<file path="src/rtl/snn_timing_pkg.sv">
// rtl/snn_timing_pkg.sv - shared state type and default sizing for the timestep sequencer
package snn_timing_pkg;

  localparam int DEF_NUM_STEPS   = 16;
  localparam int DEF_STEP_W      = 16;
  localparam int DEF_SYNC_STAGES = 2;

  typedef enum logic [1:0] {
    TS_IDLE,
    TS_RUN,
    TS_DRAIN,
    TS_DONE
  } ts_state_e;

endpackage

</file>
<file path="src/rtl/sync_edge_detect.sv">
// rtl/sync_edge_detect.sv - multi-flop synchronizer plus one-cycle rising-edge pulse
module sync_edge_detect
  import snn_timing_pkg::*;
#(
  parameter int SYNC_STAGES = DEF_SYNC_STAGES
) (
  input  logic clk,
  input  logic rst_n,
  input  logic d_async,
  output logic rise
);

  logic [SYNC_STAGES-1:0] r_sync;
  logic                   r_dly;

  always_ff @(posedge clk or negedge rst_n) begin
    if (!rst_n) begin
      r_sync <= '0;
      r_dly  <= 1'b0;
    end else begin
      r_sync <= {r_sync[SYNC_STAGES-2:0], d_async};
      r_dly  <= r_sync[SYNC_STAGES-1];
    end
  end

  assign rise = r_sync[SYNC_STAGES-1] & ~r_dly;

endmodule

</file>
<file path="src/rtl/timestep_sequencer.sv">
// rtl/timestep_sequencer.sv - paces inference timesteps from a slow clock, with busy back-pressure
module timestep_sequencer
  import snn_timing_pkg::*;
#(
  parameter int NUM_STEPS   = DEF_NUM_STEPS,
  parameter int STEP_W      = DEF_STEP_W,
  parameter int SYNC_STAGES = DEF_SYNC_STAGES
) (
  input  logic              clk_in,
  input  logic              rst_n,
  input  logic              clk_slow,
  input  logic              start,
  input  logic              abort,
  input  logic              net_busy,
  output logic              step_tick,
  output logic [STEP_W-1:0] step_idx,
  output logic              running,
  output logic              done,
  output logic              overrun
);

  localparam logic [STEP_W-1:0] LAST_IDX = STEP_W'(NUM_STEPS - 1);

  ts_state_e         r_state;
  logic              r_pending;
  logic              r_tick;
  logic              r_done;
  logic              r_running;
  logic              r_overrun;
  logic [STEP_W-1:0] r_idx;
  logic [STEP_W-1:0] r_next_idx;

  logic w_rise;
  logic w_req;
  logic w_last;

  sync_edge_detect #(
    .SYNC_STAGES(SYNC_STAGES)
  ) u_slow_edge (
    .clk    (clk_in),
    .rst_n  (rst_n),
    .d_async(clk_slow),
    .rise   (w_rise)
  );

  assign w_req  = w_rise | r_pending;
  assign w_last = (r_next_idx == LAST_IDX);

  always_ff @(posedge clk_in or negedge rst_n) begin
    if (!rst_n) begin
      r_state    <= TS_IDLE;
      r_pending  <= 1'b0;
      r_tick     <= 1'b0;
      r_done     <= 1'b0;
      r_running  <= 1'b0;
      r_overrun  <= 1'b0;
      r_idx      <= '0;
      r_next_idx <= '0;
    end else begin
      r_tick <= 1'b0;
      r_done <= 1'b0;
      if (abort) begin
        r_state   <= TS_IDLE;
        r_pending <= 1'b0;
        r_running <= 1'b0;
      end else begin
        case (r_state)
          TS_IDLE: begin
            if (start) begin
              r_state    <= TS_RUN;
              r_running  <= 1'b1;
              r_idx      <= '0;
              r_next_idx <= '0;
              r_pending  <= 1'b0;
              r_overrun  <= 1'b0;
            end
          end
          TS_RUN: begin
            if (w_req) begin
              if (!net_busy) begin
                r_tick     <= 1'b1;
                r_idx      <= r_next_idx;
                r_next_idx <= r_next_idx + 1'b1;
                r_pending  <= 1'b0;
                if (w_last) r_state <= TS_DRAIN;
              end else begin
                // Only one tick can wait; a second edge while one is queued is lost.
                r_pending <= 1'b1;
                if (w_rise && r_pending) r_overrun <= 1'b1;
              end
            end
          end
          TS_DRAIN: begin
            if (!net_busy) begin
              r_state   <= TS_DONE;
              r_done    <= 1'b1;
              r_running <= 1'b0;
            end
          end
          TS_DONE: begin
            r_state <= TS_IDLE;
          end
          default: begin
            r_state   <= TS_IDLE;
            r_running <= 1'b0;
          end
        endcase
      end
    end
  end

  assign step_tick = r_tick;
  assign step_idx  = r_idx;
  assign running   = r_running;
  assign done      = r_done;
  assign overrun   = r_overrun;

endmodule
</file>
<file path="config.mk">
export PLATFORM = sky130hd
export DESIGN_NAME = timestep_sequencer
export DESIGN_NICKNAME = d
export VERILOG_FILES = /design/src/rtl/snn_timing_pkg.sv /design/src/rtl/sync_edge_detect.sv /design/src/rtl/timestep_sequencer.sv
export SDC_FILE = /design/constraint.sdc
export NUM_CORES = 1
export LEC_CHECK = 0
export ABC_CLOCK_PERIOD_IN_PS = 5500
export CAP_MARGIN = 20
export CORE_MARGIN = 5
export CORE_UTILIZATION = 40
export CTS_CLUSTER_SIZE = 25
export DETAILED_ROUTE_END_ITERATION = 6
export PLACE_DENSITY = 0.59
export SLEW_MARGIN = 20
export SYNTH_ARGS = -nofsm -noshare
export SYNTH_HDL_FRONTEND = slang
export SYNTH_SLANG_ARGS = --single-unit
</file>
<file path="constraint.sdc">
create_clock -name clk_in -period 5.5 [get_ports clk_in]
set_input_delay 1.65 -clock clk_in [delete_from_list [all_inputs] [get_ports clk_in]]
set_output_delay 1.65 -clock clk_in [all_outputs]
set_load 0.1 [all_outputs]
</file>
==> metrics.yaml, run 1 <==
pwr:
  combPwrFrac: 0.382
  totalPowerFinal_uw: 951
  cellLeakagePower_nw: 1.03
  clkPwrFrac: 0.252
  power.internal_uw: 564
  power.switching_uw: 388
  ir_drop_uv: 284
  seqPwrFrac: 0.366
  power_density_nw_per_um2: 378
  swShare: 0.408
setup_path:
  endpoint_kind: "register"
  r2r_cells: 7
  critPathSlowestCell: "a2111o_1"
  critical_path_buf_inv_count: 2
  cp_max_fo: 27
  critPathKind: "input port to register"
  cp_top_family: "buffers and inverters"
  cp.depth: 6
  crit_chain: "clkdlybuf4s50_1 > nor2b_4 > a2111o_1 > buf_4 > or4_1 > a21oi_1"
  arrival_ns: 4.04
  critPathRequiredTime_ns: 5.72
  cp-start-kind: "input port"
  max_stage_delay_ns: 0.70
routing:
  met2_length_um: 2120
  drt-total-wl_um: 4610
  drtIter0Drc: 79
  top_layer_used: "met4"
  dr.pass1.iters: 4
  wl_per_cell_um: 14.5
  wl_met3_um: 197
  viasPerCell: 5.50
  m1WireLength_um: 2220
  vias: 1744
  antenna_left: 0
  drc: 0
global_routing:
  grt_antenna_before_repair: 0
  grt_max_degree: 43
  grt_usage: 0.144
  grt_pass1_vias: 1724
  overflow: 0
  grt_pass1_wl_um: 8290
yosys:
  synthFlopType: "dfrtp_1"
  yosysWarnings: 0
  syn_inst: 226
  syn-num-nets: 236
  ys_seq_elements: 42
  synth_cell_types: 39
  yosysSeqAreaShare: 0.494
  synth_edf_count: 0
  synthArstFlopShare: 1.00
  netlist_area_um2: 2130
  postSynthAreaPerCell_um2: 9.41
floorplan:
  ios: 26
  die-area_um2: 6870
  dieHeight_um: 82.9
  placementRows: 26
  core_area_um2: 5140
  start_util: 0.414
  die_w_um: 82.9
finish:
  area_growth_pct: 18.5
  diodes: 0
  final_nets: 256
  drive_gt1_frac: 0.0688
place:
  dp_hpwl_um: 3100
  place_congestion: 0.855
  port_buffers: 25
  pre_cts_ws_ns: 1.38
cts:
  clk_latency_ns: 0.30
  cts_resized: 0
  cts_root_buf: "clkbuf_8"
  cts_tree: "built"
  clk_pin_slew_ns: 0.08
  numCtsBuffers: 5
  cts-htree-levels: 2
  cts_buffer_depth: 2
  postCtsSetupBuffers: 0
  clock_sinks: 42
  cts_hold_buf: 0
timing:
  worstMarginPinSlew_ns: 0.996
  final.min_clock_period_ns: 3.82
  tns_ns: 0
  finalCritPeriodShare: 0.694
  rsz0062_at_grt: "no"
  setup_ws_ns: 1.68
  final_hold_viol_count: 0
  relSlewSlack: 0.336
  fmax_mhz: 262
  slew_violations: 0
  fin_worst_skew_ns: 0.00940
  finalSetupViolations: 0
min_path:
  hp-class: "register to register"
  min_path_cells: 0
status:
  status: "finished clean"
job:
  maxCapViolCount: 0
## synth_stat cells, types with 2 or more instances
cell / count / area, um^2
mux2i_1: 9 / 90.1
and3_1: 4 / 25.0
inv_1: 7 / 26.3
o21ai_1: 3 / 15.0
nor3_1: 4 / 20.0
or4_1: 8 / 60.1
buf_6: 2 / 22.5
nor2_1: 11 / 41.3
o31ai_1: 7 / 52.6
clkbuf_1: 8 / 30.0
dfrtp_1: 42 / 1050
nand2_1: 32 / 120
buf_2: 2 / 10.0
a21oi_1: 10 / 50.1
ha_1: 4 / 50.1
nand2b_1: 9 / 56.3
nor4_1: 6 / 37.5
nand3_1: 4 / 20.0
nor2b_1: 2 / 12.5
o21ai_0: 33 / 165
## worst register-to-register path: stages, from the launching register on
cell and delay (ns):
dfrtp_1 0.40, inv_1 0.08, ha_1 0.81, nor2_1 0.17
a2111o_1 0.70, buf_4 0.33, or4_1 0.51, a21oi_1 0.16
## sequential cells by signal, summed over array words and instances (netlist names)
| register | flops |
|---|---|
| done | 1 |
| overrun | 1 |
| r_next_idx | 16 |
| r_pending | 1 |
| r_state | 2 |
| running | 1 |
| step_idx | 16 |
| step_tick | 1 |
| u_slow_edge.r_dly | 1 |
| u_slow_edge.r_sync | 2 |
## layout make-up
cell class | instances | area (um^2)
tap | 70 | 87.6
clock buffer | 5 | 68.8
timing repair buffer | 27 | 263
multi-input combinational | 163 | 982
inverter | 7 | 26.3
clock inverter | 3 | 40.0
fill | 539 | 2620
sequential | 42 | 1050
## per-stage QoR
step / hold WS (ns) / instance area [um^2] / cells / util
floorplan: 0.331 / 2130 / 226 / -
global placement: 0.332 / 2410 / 309 / 0.468
detailed placement: 0.336 / 2410 / 309 / 0.468
CTS: 0.355 / 2520 / 317 / 0.490
global route: 0.359 / 2520 / 317 / 0.490
finish: 0.350 / 2520 / 317 / 0.490
## power by group through the flow
stage                     sequential [mW]  combinational [mW]  clock, mW
after floorplan                     0.403               0.245          0
after detailed placement            0.354               0.371          0
after global routing                0.352               0.408      0.261
after CTS                           0.348               0.370      0.250
after global placement              0.353               0.364          0
final                               0.348               0.364      0.240
## layout by cell type (no fill, tap or decap), types with 2 or more instances in the layout
| master | synthesis | final |
|---|---|---|
| clkdlybuf4s50_1 | 0 | 24 |
| mux2i_1 | 9 | 9 |
| nor3_1 | 4 | 3 |
| and3_1 | 4 | 4 |
| o21ai_1 | 3 | 3 |
| clkinv_2 | 0 | 2 |
| buf_4 | 0 | 3 |
| nand3_1 | 4 | 4 |
| a21oi_1 | 10 | 10 |
| o31ai_1 | 7 | 7 |
| nor2_1 | 11 | 11 |
| nor2b_1 | 2 | 2 |
| nand2b_1 | 9 | 9 |
| inv_1 | 7 | 7 |
| or4_1 | 8 | 8 |
| clkbuf_8 | 0 | 5 |
| nor4_1 | 6 | 6 |
| nand2_1 | 32 | 32 |
| o21ai_0 | 33 | 33 |
| dfrtp_1 | 42 | 42 |
| ha_1 | 4 | 4 |
## layer usage
metal  GRT usage  vias up
li1            -      851
met1       0.186      849
met2       0.236       36
met3      0.0356        8
met4      0.0475        0
met5           0        -
## path summary, 6_finish.rpt
path                                                 startpoint                         endpoint  slack (ns)
worst max-delay path                                      start        r_next_idx[4]$_DFFE_PN0P_        1.68
worst min-delay path            u_slow_edge.r_sync[0]$_DFF_PN0_  u_slow_edge.r_sync[1]$_DFF_PN0_        0.35
worst max register to register           r_state[1]$_DFFE_PN0P_        r_next_idx[4]$_DFFE_PN0P_        2.26
worst min register to register  u_slow_edge.r_sync[0]$_DFF_PN0_  u_slow_edge.r_sync[1]$_DFF_PN0_        0.35
max in group asynchronous                                 rst_n       r_next_idx[15]$_DFFE_PN0P_        3.79
min in group asynchronous                                 rst_n          step_idx[8]$_DFFE_PN0P_        1.32
## kinds of logic after synthesis
kind of cell,after synthesis,share of synthesized area
muxes,10,0.0477
DFF,42,0.494
and+or+nand+nor,89,0.221
buffers and inverters,21,0.0459
adders and majority gates,4,0.0235
AOI/OAI and AO/OA,60,0.167
Note: power is estimated with default switching activity, not from simulation.
==> run 2, diff against run 1 <==
--- a/config.mk
+++ b/config.mk
@@ -5,7 +5,7 @@
 export SDC_FILE = /design/constraint.sdc
 export NUM_CORES = 1
 export LEC_CHECK = 0
-export ABC_CLOCK_PERIOD_IN_PS = 5500
+export ABC_CLOCK_PERIOD_IN_PS = 3800
 export CAP_MARGIN = 20
 export CORE_MARGIN = 5
 export CORE_UTILIZATION = 40
==> constraint.sdc (replaced) <==
create_clock -name clk_in -period 3.8 [get_ports clk_in]
set_input_delay 1.14 -clock clk_in [delete_from_list [all_inputs] [get_ports clk_in]]
set_output_delay 1.14 -clock clk_in [all_outputs]
set_load 0.1 [all_outputs]
==> metrics.yaml, run 2 (synthesis gave the netlist of run 1 again) <==
place:
  dp_hpwl_um: 3190  # was 3100 um
  dp.cells: 313  # was 309
  place_congestion: 0.805  # was 0.855
  port_buffers: 25  # unchanged
pwr:
  power_density_nw_per_um2: 537  # was 378 nW/um^2
  cellLeakagePower_nw: 1.09  # was 1.03 nW
  ir_drop_uv: 310  # was 284 uV
cts:
  cts_buffer_depth: 2  # unchanged
  cts_hold_buf: 0  # unchanged
  cts_root_buf: "clkbuf_8"  # unchanged
  cts-htree-levels: 2  # unchanged
  clock_sinks: 42  # unchanged
  clk_pin_slew_ns: 0.08  # about the same
  cts_resized: 0  # unchanged
  numCtsBuffers: 5  # unchanged
  clk_latency_ns: 0.29  # was 0.30 ns
  cts_tree: "built"  # unchanged
  postCtsSetupBuffers: 0  # unchanged
floorplan:
  ios: 26  # unchanged
  die-area_um2: 6870  # unchanged
  placementRows: 26  # unchanged
  core_area_um2: 5140  # unchanged
  die_w_um: 82.9  # unchanged
  dieHeight_um: 82.9  # unchanged
  start_util: 0.414  # unchanged
finish:
  layout_commonest_cell: "dfrtp_1"  # unchanged
  final_nets: 261  # was 256
  area_growth_pct: 17.8  # was 18.5%
  diodes: 0  # unchanged
  drive_gt1_frac: 0.167  # was 0.0688
  fillCellCount: 530  # was 539
  most-common-layout-cells: "dfrtp_1 (42), o21ai_0 (33), nand2_1 (32)"  # unchanged
  final_cells: 322  # was 317
routing:
  wl_per_cell_um: 14.4  # was 14.5 um
  drtIter0Drc: 94  # was 79
  drc: 0  # unchanged
  dr.pass1.iters: 4  # unchanged
  vias: 1729  # was 1744
  drt-total-wl_um: 4630  # was 4610 um
  viasPerCell: 5.37  # was 5.50
  antenna_left: 0  # unchanged
global_routing:
  gr-usage-met1: 0.191  # was 0.186
  grt_usage: 0.141  # was 0.144
  use_met3: 0.0396  # was 0.0356
  grt_pass1_wl_um: 7960  # was 8290 um
  grt_max_degree: 43  # unchanged
  grt_antenna_before_repair: 0  # unchanged
  grt.met2_usage: 0.218  # was 0.236
  top_usage_layer: "met2"  # unchanged
  grt_pass1_vias: 1607  # was 1724
  overflow: 0  # unchanged
job:
  maxCapViolCount: 0  # unchanged
setup_path:
  critPathRequiredTime_ns: 4.00  # was 5.72 ns
  cp_max_fo: 24  # was 27
  r2r_cells: 6  # was 7
  arrival_ns: 3.33  # was 4.04 ns
  critPathKind: "input port to register"  # unchanged
  endpoint_kind: "register"  # unchanged
  cp-start-kind: "input port"  # unchanged
timing:
  worstMarginPinSlew_ns: 0.656  # was 0.996 ns
  hold_ws_ns: 0.353  # was 0.350 ns
  slew_violations: 0  # unchanged
  final.min_clock_period_ns: 3.12
  tns_ns: 0  # unchanged
  fmax_mhz: 320
  fin_worst_skew_ns: 0.0106  # was 0.00940 ns
  relSlewSlack: 0.560  # was 0.336
  finalSetupViolations: 0  # unchanged
  rsz0062_at_grt: "no"  # unchanged
  final_hold_viol_count: 0  # unchanged
  finalCritPeriodShare: 0.821
min_path:
  min_path_cells: 0  # unchanged
  hp-class: "register to register"  # unchanged
status:
  status: "finished clean"  # unchanged
==> run 2: layout make-up <==
| type | count | area [um^2] | share of cell area |
|---|---|---|---|
| flip-flops and latches | 42 | 1050 | 0.420 |
| multi-input cells | 163 | 987 | 0.394 |
| repair buffers | 32 | 260 | 0.104 |
| well taps | 70 | 87.6 | 0.0350 |
| clock buffers | 7 | 86.3 | 0.0345 |
| inverters | 7 | 26.3 | 0.0105 |
| clock inverters | 1 | 5.00 | 0.00200 |
==> run 2: per-layer routing <==
layer  part of all wire  vias to the layer above
li1                   -                      856
met1               0.48                      834
met2               0.46                       34
met3              0.042                        5
met4              0.013                        0
met5                  0                        -
==> run 2: worst paths after layout <==
check                                             endpoint                             from  slack, ns
setup / recovery                   step_idx[9]$_DFFE_PN0P_                            start       0.68
hold / removal             u_slow_edge.r_sync[1]$_DFF_PN0_  u_slow_edge.r_sync[0]$_DFF_PN0_       0.35
setup reg to reg                   step_idx[9]$_DFFE_PN0P_           r_state[0]$_DFFE_PN0P_       1.31
hold reg to reg            u_slow_edge.r_sync[1]$_DFF_PN0_  u_slow_edge.r_sync[0]$_DFF_PN0_       0.35
max in group asynchronous       r_next_idx[14]$_DFFE_PN0P_                            rst_n       2.62
min in group asynchronous         step_idx[13]$_DFFE_PN0P_                            rst_n       0.71
==> run 2: worst max-delay path, cell delays in order <==
cell and delay [ns]:
clkdlybuf4s50_1 0.59, nor2b_4 0.08, a2111o_1 0.67, or2_1 0.56, o31ai_1 0.28
==> run 2: report_power, final <==
part           leakage, nW  total, mW  switching [mW]  internal [mW]
sequential           0.576      0.503          0.0246          0.478
combinational        0.465      0.544           0.390          0.154
clock               0.0482      0.296           0.150          0.147
total                 1.09       1.34           0.564          0.779
==> run 2: per-stage QoR <==
stage	total power [mW]	setup slack (ns)	util	instance area, um^2
floorplan	0.939	1.33	-	2130
global placement	1.06	0.377	0.464	2390
detailed placement	1.06	0.369	0.464	2390
CTS	1.35	0.673	0.482	2480
global route	1.44	0.550	0.487	2500
finish	1.34	0.679	0.487	2500
==> run 3, diff against run 2 <==
--- a/config.mk
+++ b/config.mk
@@ -5,7 +5,7 @@
 export SDC_FILE = /design/constraint.sdc
 export NUM_CORES = 1
 export LEC_CHECK = 0
-export ABC_CLOCK_PERIOD_IN_PS = 3800
+export ABC_CLOCK_PERIOD_IN_PS = 3000
 export CAP_MARGIN = 20
 export CORE_MARGIN = 5
 export CORE_UTILIZATION = 40
==> constraint.sdc (replaced) <==
create_clock -name clk_in -period 3 [get_ports clk_in]
set_input_delay 0.9 -clock clk_in [delete_from_list [all_inputs] [get_ports clk_in]]
set_output_delay 0.9 -clock clk_in [all_outputs]
set_load 0.1 [all_outputs]
==> metrics.yaml, run 3 (synthesis gave the netlist of run 1 again) <==
setup_path:
  critPathRequiredTime_ns: 3.18  # was 4.00 ns
  cp_max_fo: 26  # was 24
  critPathKind: "input port to register"  # unchanged
  r2r_cells: 7  # was 6
  arrival_ns: 2.77  # was 3.33 ns
  endpoint_kind: "register"  # unchanged
  cp-start-kind: "input port"  # unchanged
timing:
  relSlewSlack: 0.526  # was 0.560
  worstMarginPinSlew_ns: 0.707  # was 0.656 ns
  finalSetupViolations: 0  # unchanged
  final.min_clock_period_ns: 2.59
  rsz0062_at_grt: "no"  # unchanged
  hold_ws_ns: 0.354  # was 0.353 ns
  fmax_mhz: 386
  final_hold_viol_count: 0  # unchanged
  setup_ws_ns: 0.408  # was 0.679 ns
  fin_worst_skew_ns: 0.00482  # was 0.0106 ns
  finalCritPeriodShare: 0.864
  slew_violations: 0  # unchanged
  tns_ns: 0  # unchanged
floorplan:
  placementRows: 26  # unchanged
  start_util: 0.414  # unchanged
  die-area_um2: 6870  # unchanged
  ios: 26  # unchanged
  dieHeight_um: 82.9  # unchanged
  core_area_um2: 5140  # unchanged
  die_w_um: 82.9  # unchanged
routing:
  drt-total-wl_um: 4650  # was 4630 um
  dr.pass1.iters: 4  # unchanged
  vias: 1760  # was 1729
  drtIter0Drc: 83  # was 94
  antenna_left: 0  # unchanged
  wl_per_cell_um: 14.1  # was 14.4 um
  drc: 0  # unchanged
  viasPerCell: 5.35  # was 5.37
finish:
  drive_gt1_frac: 0.189  # was 0.167
  seq_area_um2: 1050  # unchanged
  multiInputGateArea_um2: 982  # was 987 um^2
  layout_commonest_cell: "dfrtp_1"  # unchanged
  most-common-layout-cells: "dfrtp_1 (42), o21ai_0 (33), buf_4 (33)"  # was dfrtp_1 (42), o21ai_0 (33), nand2_1 (32)
  final_nets: 268  # was 261
  area_growth_pct: 20.2  # was 17.8%
  diodes: 0  # unchanged
  fillCellCount: 509  # was 530
cts:
  postCtsSetupBuffers: 0  # unchanged
  clk_latency_ns: 0.29  # about the same
  numCtsBuffers: 5  # unchanged
  cts_resized: 0  # unchanged
  clk_pin_slew_ns: 0.08  # about the same
  clock_sinks: 42  # unchanged
  cts-htree-levels: 2  # unchanged
  cts_root_buf: "clkbuf_8"  # unchanged
  cts_hold_buf: 0  # unchanged
  cts_tree: "built"  # unchanged
  cts_buffer_depth: 2  # unchanged
place:
  port_buffers: 25  # unchanged
  dp_hpwl_um: 3300  # was 3190 um
  place_congestion: 0.833  # was 0.805
  pre_cts_ws_ns: 0.0999  # was 0.369 ns
pwr:
  power_density_nw_per_um2: 693  # was 537 nW/um^2
  cellLeakagePower_nw: 1.12  # was 1.09 nW
  ir_drop_uv: 423  # was 310 uV
global_routing:
  grt_antenna_before_repair: 0  # unchanged
  grt_usage: 0.143  # was 0.141
  grt_pass1_wl_um: 8140  # was 7960 um
  grt_max_degree: 43  # unchanged
  overflow: 0  # unchanged
  grt_pass1_vias: 1646  # was 1607
min_path:
  min_path_cells: 0  # unchanged
  hp-class: "register to register"  # unchanged
status:
  status: "finished clean"  # unchanged
job:
  maxCapViolCount: 0  # unchanged
run 3: path summary, 6_finish.rpt:
path	startpoint	to	slack, ns
max	start	r_next_idx[11]$_DFFE_PN0P_	0.41
min	u_slow_edge.r_sync[0]$_DFF_PN0_	u_slow_edge.r_sync[1]$_DFF_PN0_	0.35
max in group asynchronous	rst_n	r_next_idx[15]$_DFFE_PN0P_	1.98
min reg2reg	u_slow_edge.r_sync[0]$_DFF_PN0_	u_slow_edge.r_sync[1]$_DFF_PN0_	0.35
max reg2reg	r_state[1]$_DFFE_PN0P_	r_next_idx[8]$_DFFE_PN0P_	0.52
min in group asynchronous	rst_n	step_idx[0]$_DFFE_PN0P_	0.67
run 3: worst max-delay path: stages:
cell and delay (ns):
clkdlybuf4s50_1 0.53, nor2b_4 0.05, a2111o_1 0.42, buf_12 0.17, or4_1 0.54, mux2i_1 0.14
run 3: layout make-up:
cell class	instances	area share
Tap cell	70	0.0343
Timing Repair Buffer	39	0.122
Sequential cell	42	0.411
Clock inverter	2	0.00490
Clock buffer	6	0.0323
Multi-Input combinational cell	163	0.384
Inverter	7	0.0103
run 3: report_power, final:
part	internal, mW	switching [mW]	total, mW
combinational	0.249	0.504	0.752
sequential	0.606	0.0312	0.637
clock	0.185	0.196	0.381
run 3: per-layer routing:
metal	global-route usage	vias to the layer above	wire length, um
li1	-	874	-
met1	0.187	860	2240
met2	0.230	22	2190
met3	0.0327	4	150
met4	0.0579	0	64
met5	0	-	0
run 3: stage by stage:
step,total power [mW],instances,utilization,instance area (um^2)
3_5_place_dp,1.41,321,0.479,2460
2_1_floorplan,1.19,226,-,2130
6_report,1.77,329,0.497,2550
4_1_cts,1.80,329,0.497,2550
5_1_grt,1.90,329,0.497,2550
3_3_place_gp,1.40,321,0.479,2460
